[src/rtl/bsg_axil_skid_slice.sv]
// bsg_axil_skid_slice
//   Registered AXI-Lite slice between the shell OCL port and the manycore link.
//   Every channel is a 2-entry skid buffer, so all valid/ready/payload paths are
//   cut while still moving one beat per cycle. Outstanding writes and reads are
//   counted, AW/AR are throttled at max_outstanding_p, and a B/R response with
//   nothing outstanding raises a sticky err_o.
// Ports
//   clk_i, resetn_i          clock, async active-low reset
//   s_aw*/s_w*/s_b*/s_ar*/s_r*  slave-side AXI-Lite channels (toward shell)
//   m_aw*/m_w*/m_b*/m_ar*/m_r*  master-side AXI-Lite channels (toward link)
//   wr_pending_o, rd_pending_o  outstanding write / read counts
//   err_o                       sticky response-underflow flag

// One channel: main reg drives the output, skid reg catches the beat that
// arrives while the consumer stalls.
module bsg_axil_skid_slice_ch
  #(parameter int unsigned width_p = 1)
   (input  logic               clk_i
   ,input  logic               resetn_i
   ,input  logic               in_valid_i
   ,input  logic [width_p-1:0] in_data_i
   ,output logic               in_ready_o
   ,output logic               out_valid_o
   ,output logic [width_p-1:0] out_data_o
   ,input  logic               out_ready_i
   );

   typedef enum logic [1:0] {EMPTY = 2'd0, ONE = 2'd1, FULL = 2'd2} state_e;

   state_e             state_q, state_n;
   logic               ready_q;
   logic [width_p-1:0] main_q, skid_q;
   logic               push, pop;
   logic               load_main_in, load_main_skid, load_skid;

   assign push        = in_valid_i & ready_q;
   assign pop         = (state_q != EMPTY) & out_ready_i;
   assign in_ready_o  = ready_q;
   assign out_valid_o = (state_q != EMPTY);
   assign out_data_o  = main_q;

   // Next-state and payload-load decode
   always_comb begin
      state_n        = state_q;
      load_main_in   = 1'b0;
      load_main_skid = 1'b0;
      load_skid      = 1'b0;
      case (state_q)
         EMPTY: if (push) begin
            state_n      = ONE;
            load_main_in = 1'b1;
         end
         ONE: begin
            if (push && !pop) begin
               state_n   = FULL;
               load_skid = 1'b1;
            end else if (!push && pop) begin
               state_n   = EMPTY;
            end else if (push && pop) begin
               load_main_in = 1'b1;
            end
         end
         FULL: if (pop) begin
            state_n        = ONE;
            load_main_skid = 1'b1;
         end
         default: state_n = EMPTY;
      endcase
   end

   // Ready is a flop held low through reset; it rises on the first edge after release
   always_ff @(posedge clk_i or negedge resetn_i) begin
      if (!resetn_i) begin
         state_q <= EMPTY;
         ready_q <= 1'b0;
      end else begin
         state_q <= state_n;
         ready_q <= (state_n != FULL);
      end
   end

   // Payload registers are qualified by state, so they need no reset
   always_ff @(posedge clk_i) begin
      if (load_main_in)        main_q <= in_data_i;
      else if (load_main_skid) main_q <= skid_q;
      if (load_skid)           skid_q <= in_data_i;
   end

endmodule

module bsg_axil_skid_slice
  #(parameter int unsigned addr_width_p      = 32
   ,parameter int unsigned data_width_p      = 32
   ,parameter int unsigned max_outstanding_p = 4
   ,localparam int unsigned strb_width_lp    = data_width_p/8
   ,localparam int unsigned cnt_width_lp     = $clog2(max_outstanding_p+1)
   )
   (input  logic                     clk_i
   ,input  logic                     resetn_i
   // slave side
   ,input  logic [addr_width_p-1:0]  s_awaddr_i
   ,input  logic                     s_awvalid_i
   ,output logic                     s_awready_o
   ,input  logic [data_width_p-1:0]  s_wdata_i
   ,input  logic [strb_width_lp-1:0] s_wstrb_i
   ,input  logic                     s_wvalid_i
   ,output logic                     s_wready_o
   ,output logic [1:0]               s_bresp_o
   ,output logic                     s_bvalid_o
   ,input  logic                     s_bready_i
   ,input  logic [addr_width_p-1:0]  s_araddr_i
   ,input  logic                     s_arvalid_i
   ,output logic                     s_arready_o
   ,output logic [data_width_p-1:0]  s_rdata_o
   ,output logic [1:0]               s_rresp_o
   ,output logic                     s_rvalid_o
   ,input  logic                     s_rready_i
   // master side
   ,output logic [addr_width_p-1:0]  m_awaddr_o
   ,output logic                     m_awvalid_o
   ,input  logic                     m_awready_i
   ,output logic [data_width_p-1:0]  m_wdata_o
   ,output logic [strb_width_lp-1:0] m_wstrb_o
   ,output logic                     m_wvalid_o
   ,input  logic                     m_wready_i
   ,input  logic [1:0]               m_bresp_i
   ,input  logic                     m_bvalid_i
   ,output logic                     m_bready_o
   ,output logic [addr_width_p-1:0]  m_araddr_o
   ,output logic                     m_arvalid_o
   ,input  logic                     m_arready_i
   ,input  logic [data_width_p-1:0]  m_rdata_i
   ,input  logic [1:0]               m_rresp_i
   ,input  logic                     m_rvalid_i
   ,output logic                     m_rready_o
   // status
   ,output logic [cnt_width_lp-1:0]  wr_pending_o
   ,output logic [cnt_width_lp-1:0]  rd_pending_o
   ,output logic                     err_o
   );

   logic                    aw_ready, ar_ready;
   logic                    wr_room, rd_room;
   logic                    wr_inc, wr_dec, rd_inc, rd_dec;
   logic [cnt_width_lp-1:0] wr_cnt_q, wr_cnt_n, rd_cnt_q, rd_cnt_n;
   logic                    err_q, err_n;

   // Throttle uses registered count only, so no input reaches a ready combinationally
   assign wr_room     = (wr_cnt_q < cnt_width_lp'(max_outstanding_p));
   assign rd_room     = (rd_cnt_q < cnt_width_lp'(max_outstanding_p));
   assign s_awready_o = aw_ready & wr_room;
   assign s_arready_o = ar_ready & rd_room;

   bsg_axil_skid_slice_ch #(.width_p(addr_width_p)) aw_slice
     (.clk_i, .resetn_i
     ,.in_valid_i (s_awvalid_i & wr_room)
     ,.in_data_i  (s_awaddr_i)
     ,.in_ready_o (aw_ready)
     ,.out_valid_o(m_awvalid_o)
     ,.out_data_o (m_awaddr_o)
     ,.out_ready_i(m_awready_i));

   bsg_axil_skid_slice_ch #(.width_p(data_width_p+strb_width_lp)) w_slice
     (.clk_i, .resetn_i
     ,.in_valid_i (s_wvalid_i)
     ,.in_data_i  ({s_wdata_i, s_wstrb_i})
     ,.in_ready_o (s_wready_o)
     ,.out_valid_o(m_wvalid_o)
     ,.out_data_o ({m_wdata_o, m_wstrb_o})
     ,.out_ready_i(m_wready_i));

   bsg_axil_skid_slice_ch #(.width_p(2)) b_slice
     (.clk_i, .resetn_i
     ,.in_valid_i (m_bvalid_i)
     ,.in_data_i  (m_bresp_i)
     ,.in_ready_o (m_bready_o)
     ,.out_valid_o(s_bvalid_o)
     ,.out_data_o (s_bresp_o)
     ,.out_ready_i(s_bready_i));

   bsg_axil_skid_slice_ch #(.width_p(addr_width_p)) ar_slice
     (.clk_i, .resetn_i
     ,.in_valid_i (s_arvalid_i & rd_room)
     ,.in_data_i  (s_araddr_i)
     ,.in_ready_o (ar_ready)
     ,.out_valid_o(m_arvalid_o)
     ,.out_data_o (m_araddr_o)
     ,.out_ready_i(m_arready_i));

   bsg_axil_skid_slice_ch #(.width_p(data_width_p+2)) r_slice
     (.clk_i, .resetn_i
     ,.in_valid_i (m_rvalid_i)
     ,.in_data_i  ({m_rdata_i, m_rresp_i})
     ,.in_ready_o (m_rready_o)
     ,.out_valid_o(s_rvalid_o)
     ,.out_data_o ({s_rdata_o, s_rresp_o})
     ,.out_ready_i(s_rready_i));

   assign wr_inc = s_awvalid_i & s_awready_o;
   assign wr_dec = s_bvalid_o  & s_bready_i;
   assign rd_inc = s_arvalid_i & s_arready_o;
   assign rd_dec = s_rvalid_o  & s_rready_i;

   // Outstanding counters; a response with a zero count flags err and never wraps
   always_comb begin
      wr_cnt_n = wr_cnt_q;
      rd_cnt_n = rd_cnt_q;
      err_n    = err_q;
      if (wr_dec && (wr_cnt_q == '0)) err_n = 1'b1;
      if (rd_dec && (rd_cnt_q == '0)) err_n = 1'b1;
      if (wr_inc && !wr_dec)                            wr_cnt_n = wr_cnt_q + cnt_width_lp'(1);
      else if (!wr_inc && wr_dec && (wr_cnt_q != '0))   wr_cnt_n = wr_cnt_q - cnt_width_lp'(1);
      if (rd_inc && !rd_dec)                            rd_cnt_n = rd_cnt_q + cnt_width_lp'(1);
      else if (!rd_inc && rd_dec && (rd_cnt_q != '0))   rd_cnt_n = rd_cnt_q - cnt_width_lp'(1);
   end

   always_ff @(posedge clk_i or negedge resetn_i) begin
      if (!resetn_i) begin
         wr_cnt_q <= '0;
         rd_cnt_q <= '0;
         err_q    <= 1'b0;
      end else begin
         wr_cnt_q <= wr_cnt_n;
         rd_cnt_q <= rd_cnt_n;
         err_q    <= err_n;
      end
   end

   assign wr_pending_o = wr_cnt_q;
   assign rd_pending_o = rd_cnt_q;
   assign err_o        = err_q;

endmodule

[config.mk]
export PLATFORM = sky130hd
export DESIGN_NAME = bsg_axil_skid_slice
export DESIGN_NICKNAME = d
export VERILOG_FILES = /design/src/rtl/bsg_axil_skid_slice.sv
export SDC_FILE = /design/constraint.sdc
export NUM_CORES = 1
export LEC_CHECK = 0
export BUFFER_PORTS_ARGS = -buffer_cell sky130_fd_sc_hd__clkbuf_2
export CAP_MARGIN = 10
export CORE_MARGIN = 2
export CORE_UTILIZATION = 50
export CTS_BUF_LIST = sky130_fd_sc_hd__clkbuf_8 sky130_fd_sc_hd__clkbuf_16
export DETAILED_ROUTE_END_ITERATION = 12
export PLACE_DENSITY = 0.75
export SYNTH_ARGS = -nofsm -noshare
export SYNTH_HDL_FRONTEND = slang
export SYNTH_SLANG_ARGS = --single-unit
[constraint.sdc]
create_clock -name clk_i -period 4.7 [get_ports clk_i]
set_clock_uncertainty 0.05 [all_clocks]
set_input_delay 0 -clock clk_i [delete_from_list [all_inputs] [get_ports clk_i]]
set_output_delay 0 -clock clk_i [all_outputs]
set_load 0.03 [all_outputs]
[Yosys cells after proc, flatten, opt, wreduce, memory -nomap -nowiden]
Index checks and enable logic that the tools add are counted.
Storage, ports and cells
  bits in registers: 294
  latch bits: 0
  bits in writable memories: 0
  bits in read-only memories: 0
  bits of input ports: 148
  output and inout bits: 153
  logic and storage cells: 203
  memories: 0
Cells by class
  add/subtract/negate cells: 4
  multiply operators: 0
  div/mod/pow operators: 0
  magnitude comparators: 2
  eq/ne operators: 15
  shift-type cells: 0
  muxes and demuxes: 86
  bitwise gates (word level): 16
  reduce and logical (&&, ||, !) cells: 57
Operators with widths (number)
  32-bit 2-to-1 mux: 4
  36-bit 2-to-1 mux: 2
  34-bit 2-to-1 mux: 2
  2-bit 2-to-1 mux: 22
  1-bit 2-to-1 mux: 42
  2-bit one-hot mux with 3 select lines: 5
  2-bit nonzero test: 13
  1-bit logical AND: 23
  1-bit bitwise AND: 16
  1-bit zero test: 12
  3-bit 2-to-1 mux: 4
  2-bit by 1-bit == test with 1-bit output, second input constant: 5
  2-bit == test, second input constant: 5
  2-bit zero test: 5
  2-bit != test, second input constant: 5
  1-bit one-hot mux with 2 select lines: 5
  3-bit by 1-bit adder with 3-bit output, second input constant: 2
  3-bit zero test: 2
  3-bit less-than comparator, second input constant: 2
  3-bit nonzero test: 2
  3-bit by 1-bit subtractor with 3-bit output, second input constant: 2

[Depth between registers and ports, before layout]
  depth in word-level cells: 9
  depth in mapped cells: 8
  gate-level depth less buffers: 6

[By module]
From an unflattened synthesis, not the netlist that was laid out.
Unflattened totals
  cells, all modules: 555
  area, all modules: 11259.5 µm²
By module, submodules not included
  bsg_axil_skid_slice_ch (ar_slice ...): times used 2, cells each 116, area an instance 2492.4 µm², seq. area each 1996.9 µm²
  bsg_axil_skid_slice_ch (w_slice): times used 1, cells each 128, area an instance 2777.7 µm², seq. area each 2237.1 µm²
  bsg_axil_skid_slice_ch (r_slice): times used 1, cells each 122, area an instance 2635.0 µm², seq. area each 2117.0 µm²
  bsg_axil_skid_slice: times used 1, cells each 50, area an instance 536.8 µm², seq. area each 175.2 µm²
  bsg_axil_skid_slice_ch (b_slice): times used 1, cells each 23, area an instance 325.3 µm², seq. area each 195.2 µm²

[Worst setup path before layout]
OpenSTA, ideal clock, no wires.
  path kind: reg2reg
  start: register rd_cnt_q[2] (netlist: rd_pending_o[2])
  end: register ar_slice.skid_q[0], enable pin
  setup time: 501 ps
  data arrival time: 3970 ps
  data required time: 4149 ps
  slack: 179 ps
  stages on the path, launching flop included: 4
  path buffers: 1
  clock period less this slack: 4521 ps
  path through: dfrtp_1 -> buf_4 -> nand3b_4 -> nor4_1
On the way
  longest elaborated chain between the ends: 6
RTL lines
  start: declaration: RTL line 145  | logic [cnt_width_lp-1:0] wr_cnt_q, wr_cnt_n, rd_cnt_q, rd_cnt_n;
  start signal: assignment: RTL line 224  | rd_cnt_q <= rd_cnt_n;
  3-bit less-than comparator: RTL line 150  | assign rd_room = (rd_cnt_q < cnt_width_lp'(max_outstanding_p));
  1-bit bitwise AND: RTL line 183  | ,.in_valid_i (s_arvalid_i & rd_room)
  1-bit bitwise AND: RTL line 36  | assign push = in_valid_i & ready_q;
  1-bit logical AND: RTL line 54  | if (push && !pop) begin
  1-bit 2-to-1 mux: RTL line 54
  1-bit 2-to-1 mux: RTL line 48  | case (state_q)
  net ar_slice.load_skid: RTL line 34  | logic load_main_in, load_main_skid, load_skid;
  end signal: assignment: RTL line 86  | if (load_skid) skid_q <= in_data_i;
  end: declaration: RTL line 32  | logic [width_p-1:0] main_q, skid_q;
The timed path passes the listed nets, and every way through them passes these cells.
A chain may end at the register's enable or synchronous reset.

[Worst setup path after layout]
  start: register rd_cnt_q[2] (netlist: rd_pending_o[2])
  end: register ar_slice.main_q[8] (netlist: ar_slice.out_data_o[8]), enable pin
On the way
  longest elaborated chain between the ends: 9
  elaborated cells on any way between the ends: 13
  those cells by class: order compare (1); mux (5); bitwise (2); reduce/logical (5)
RTL lines
  3-bit less-than comparator (*): RTL line 150
  1-bit bitwise AND (*): RTL line 183
  1-bit bitwise AND (*): RTL line 36
  1-bit logical AND / 1-bit zero test (equally long branches): RTL line 59, 57
  1-bit 2-to-1 mux / 1-bit logical AND (equally long branches): RTL line 59, 57
  1-bit 2-to-1 mux: RTL line 57  | end else if (!push && pop) begin
  1-bit 2-to-1 mux: RTL line 54
  1-bit one-hot mux with 2 select lines (*): RTL line 48
  2-bit nonzero test (no line) (*)
  end signal: assignment: RTL line 84  | if (load_main_in) main_q <= in_data_i;
  end signal: assignment: RTL line 85  | else if (load_main_skid) main_q <= skid_q;
  end: declaration: RTL line 32
Every way passes the cells marked *; elsewhere a longest branch is shown, timed or not.

==> results.yml <==
status:
  status: "finished clean"
final_layout:
  antenna_cells: 0
  synthToLayoutAreaGrowth_pct: 38.09
  stdcell_area_sq_mm: 0.01557
  layout-drive-gt1-share: 0.4694
  num-nets-final: 1192
route:
  wl_met1_um: 10220
  postRouteWirelength_um: 25460
  wl_met3_um: 1702
  avgViaCountPerCell: 5.152
  drc: 0
  highest_layer: "met4"
  dr.pass1.iters: 5
  route.met2.wl_um: 12730
  avgRoutedWirePerCell_um: 18.95
  first_iter_violations: 342
  vias: 6919
  antenna_left: 0
floorplan:
  die_h_um: 154.2
  core_area_sq_mm: 0.02196
  die_x_um: 154.2
  start_util: 0.5134
  io_pins: 301
  dieArea_sq_mm: 0.02377
  num_rows: 54
synth:
  yosys_most_used_dff: "edfxtp_1"
  async_flop_share: 0.07483
  synth_edf_count: 272
  synth_xor_area_frac: 0.001554
  netlist_area_sq_mm: 0.01127
  synth_top_area_share: 0.7244
  yosys.area_share.simple: 0.03529
  synth_top_family_by_area: "multiplexers"
  synth_cells: 567
  syn-num-nets: 717
  synth_area_leaders: "edfxtp_1 (72%), mux2_2 (12%), dfrtp_1 (4.9%), mux2_1 (1.5%), buf_6 (0.80%)"
  ys_seq_area_frac: 0.7733
  synth_mux_area_frac: 0.1430
  ys_ff_latch: 294
  synth_warnings: 0
  avgSynthCellArea_sq_um: 19.88
  synth_compound_area_frac: 0.02741
  synth.distinct_cells: 46
  synth-adder-area-share: 0.003551
  yosysTopAreaCell: "edfxtp_1"
sta:
  hold_viol: 0
  finalSetupViolCount: 0
  max_slew.worst_pin.slew_ns: 0.8844
  min_period_over_period: 0.5443
  maxSlewViolCount: 0
  grt_setup_unrepaired: "no"
  fin_setup_tns_ns: 0
  relSlewSlack: 0.4104
  clock.fmax_ghz: 0.3909
  period_minus_slack_ns: 2.558
global_route:
  antenna_found_initial: 0
  grt_max_degree: 37
  grt_pass1_wl_um: 39180
  grt.overflow.total: 0
  grt_use_total: 0.2094
  grt_pass1_vias: 7336
clock_tree:
  numCtsBuffers: 29
  clk_latency_ns: 0.53
  cts.htree.levels: 1
  path_clk_slew_ns: 0.07
  cts_setup_buffers: 0
  clockBufferDepth: 3
  cts-root-buf: "clkbuf_16"
  cts_tree: "done"
  cts.sinks: 294
setup_path:
  ff2ff_path_depth: 4
  path_depth: 4
  cp_num_buf_inv: 1
  worst_setup_path_end_kind: "register"
  crit_path_max_fanout: 33
  path_cells: "nand3b_4 -> nor3_4 -> buf_4 -> a31o_2"
  path_class: "register to register"
  critPathTopFamily: "compound AO/OA/AOI/OAI gates"
  arrival_ns: 2.67
  slowest_stage: "a31o_2"
  crit_path_start_kind: "register"
  cp.required_ns: 4.81
  critPathMaxStageDelay_ns: 0.76
placed_design:
  gp_congestion: 0.7904
  placedInstanceArea_sq_mm: 0.01308
  numPortBuffers: 300
  dp_hpwl_um: 15170
power:
  powerDensity_mw_per_mm2: 523.4
  power_mw: 8.148
  vdd_drop_max_mv: 0.4495
  leakagePower_nw: 6.033
run:
  drv_cap: 0
hold_path:
  min_path_cells: 2
  hp-class: "input port to register"
## repair_timing
item,4_1_cts,5_1_grt
resized for setup,0,0
hold buffers,153,0
hold endpoints to repair,320,0
## synthesized netlist by cell type, types with 2 or more instances
master,number
dfrtp_1,22
a211o_1,2
nor2b_1,8
o21a_1,4
a21oi_1,5
mux2_2,122
nand2_1,7
fa_1,2
o211ai_1,5
inv_1,7
buf_6,8
edfxtp_1,272
o21ai_0,7
o21bai_1,4
nand4b_1,2
mux2i_1,7
or4_1,2
o21ba_2,2
nor3_4,3
mux2_1,15
o22ai_1,6
nor2_1,4
nor4_1,2
and3b_1,4
xnor2_1,2
a31o_2,2
nand3b_4,2
nor3_1,4
nand3_1,2
nand2b_1,3
a22oi_1,2
or2_2,6
a22o_1,2
buf_4,4
clkbuf_1,2
buf_2,4
## cells in the final DEF, fill, tap and decap left out, drive strengths merged, types with 3 or more instances in the layout
| cell | synthesis | routed |
|---|---|---|
| a21oi | 5 | 5 |
| and3b | 4 | 4 |
| buf | 16 | 10 |
| bufinv | 0 | 3 |
| clkbuf | 3 | 333 |
| clkinv | 0 | 11 |
| dfrtp | 22 | 22 |
| dlygate4sd3 | 0 | 153 |
| edfxtp | 272 | 272 |
| inv | 7 | 11 |
| mux2 | 137 | 137 |
| mux2i | 7 | 7 |
| nand2 | 7 | 7 |
| nand2b | 3 | 3 |
| nand3b | 3 | 3 |
| nor2 | 5 | 5 |
| nor2b | 8 | 8 |
| nor3 | 7 | 7 |
| o211ai | 6 | 6 |
| o21a | 4 | 4 |
| o21ai | 8 | 8 |
| o21bai | 4 | 4 |
| o22ai | 6 | 6 |
| or2 | 6 | 6 |
## sequential cells by signal, indices dropped and copies added, names as in the netlist, 2 cells and up
register	count
rd_pending_o	3
b_slice.out_data_o	2
w_slice.skid_q	36
r_slice.skid_q	34
w_slice.out_data_o	36
aw_slice.skid_q	32
ar_slice.state_q	2
r_slice.out_data_o	34
b_slice.state_q	2
b_slice.skid_q	2
aw_slice.state_q	2
ar_slice.skid_q	32
wr_pending_o	3
aw_slice.out_data_o	32
r_slice.state_q	2
ar_slice.out_data_o	32
w_slice.state_q	2
## stage by stage
step	setup slack (ns)	utilization	instances	hold slack, ns
2_1_floorplan	0.1787	-	567	-0.3456
3_3_place_gp	2.190	0.5958	1138	0.01848
3_5_place_dp	2.108	0.5958	1138	0.01980
4_1_cts	2.110	0.7090	1343	0.1207
5_1_grt	1.959	0.7090	1343	0.1425
6_report	2.142	0.7090	1343	0.1500
## metal layers
layer | up-vias | track usage
met5 | - | 0
met4 | 0 | 0.06364
met3 | 56 | 0.05411
met2 | 250 | 0.3641
met1 | 3402 | 0.2591
li1 | 3211 | -
## worst register-to-register path: stages (launching register included)
cell	delay [ns]
dfrtp_1	0.50
nand3b_4	0.28
nor3_4	0.18
buf_4	0.41
a31o_2	0.76
## report_power, final
group / total (mW) / leakage, nW / switching, mW / internal (mW)
clock: 2.30 / 0.475 / 0.952 / 1.35
combinational: 2.21 / 2.80 / 1.42 / 0.787
sequential: 3.64 / 2.76 / 0.204 / 3.44
## final timing paths
kind,startpoint,endpoint,slack [ns]
max in group asynchronous,resetn_i,b_slice.state_q[0],3.02
max reg2reg,rd_pending_o[2],ar_slice.out_data_o[8],2.14
min,s_araddr_i[29],ar_slice.skid_q[29],0.15
min reg2reg,w_slice.state_q[0],w_slice.state_q[0],0.44
max,rd_pending_o[2],ar_slice.out_data_o[8],2.14
min in group asynchronous,resetn_i,ar_slice.state_q[1],0.51
## cells by family after synthesis
kind of cell,after synthesis
mux,144
compound gates,44
xor+xnor,2
fa+ha+maj,2
buf+inv,26
simple gates,55
flops,294
## area by class of cell
type | instances | area [sq um]
Clock inverter | 19 | 172.7
Clock buffer | 33 | 780.7
Timing Repair Buffer | 463 | 3108
Tap cell | 280 | 350.3
Fill cell | 1350 | 6390
Sequential cell | 294 | 8718
Multi-Input combinational cell | 247 | 2412
Inverter | 7 | 26.28
No activity file was read; power rests on OpenSTA's default activity.
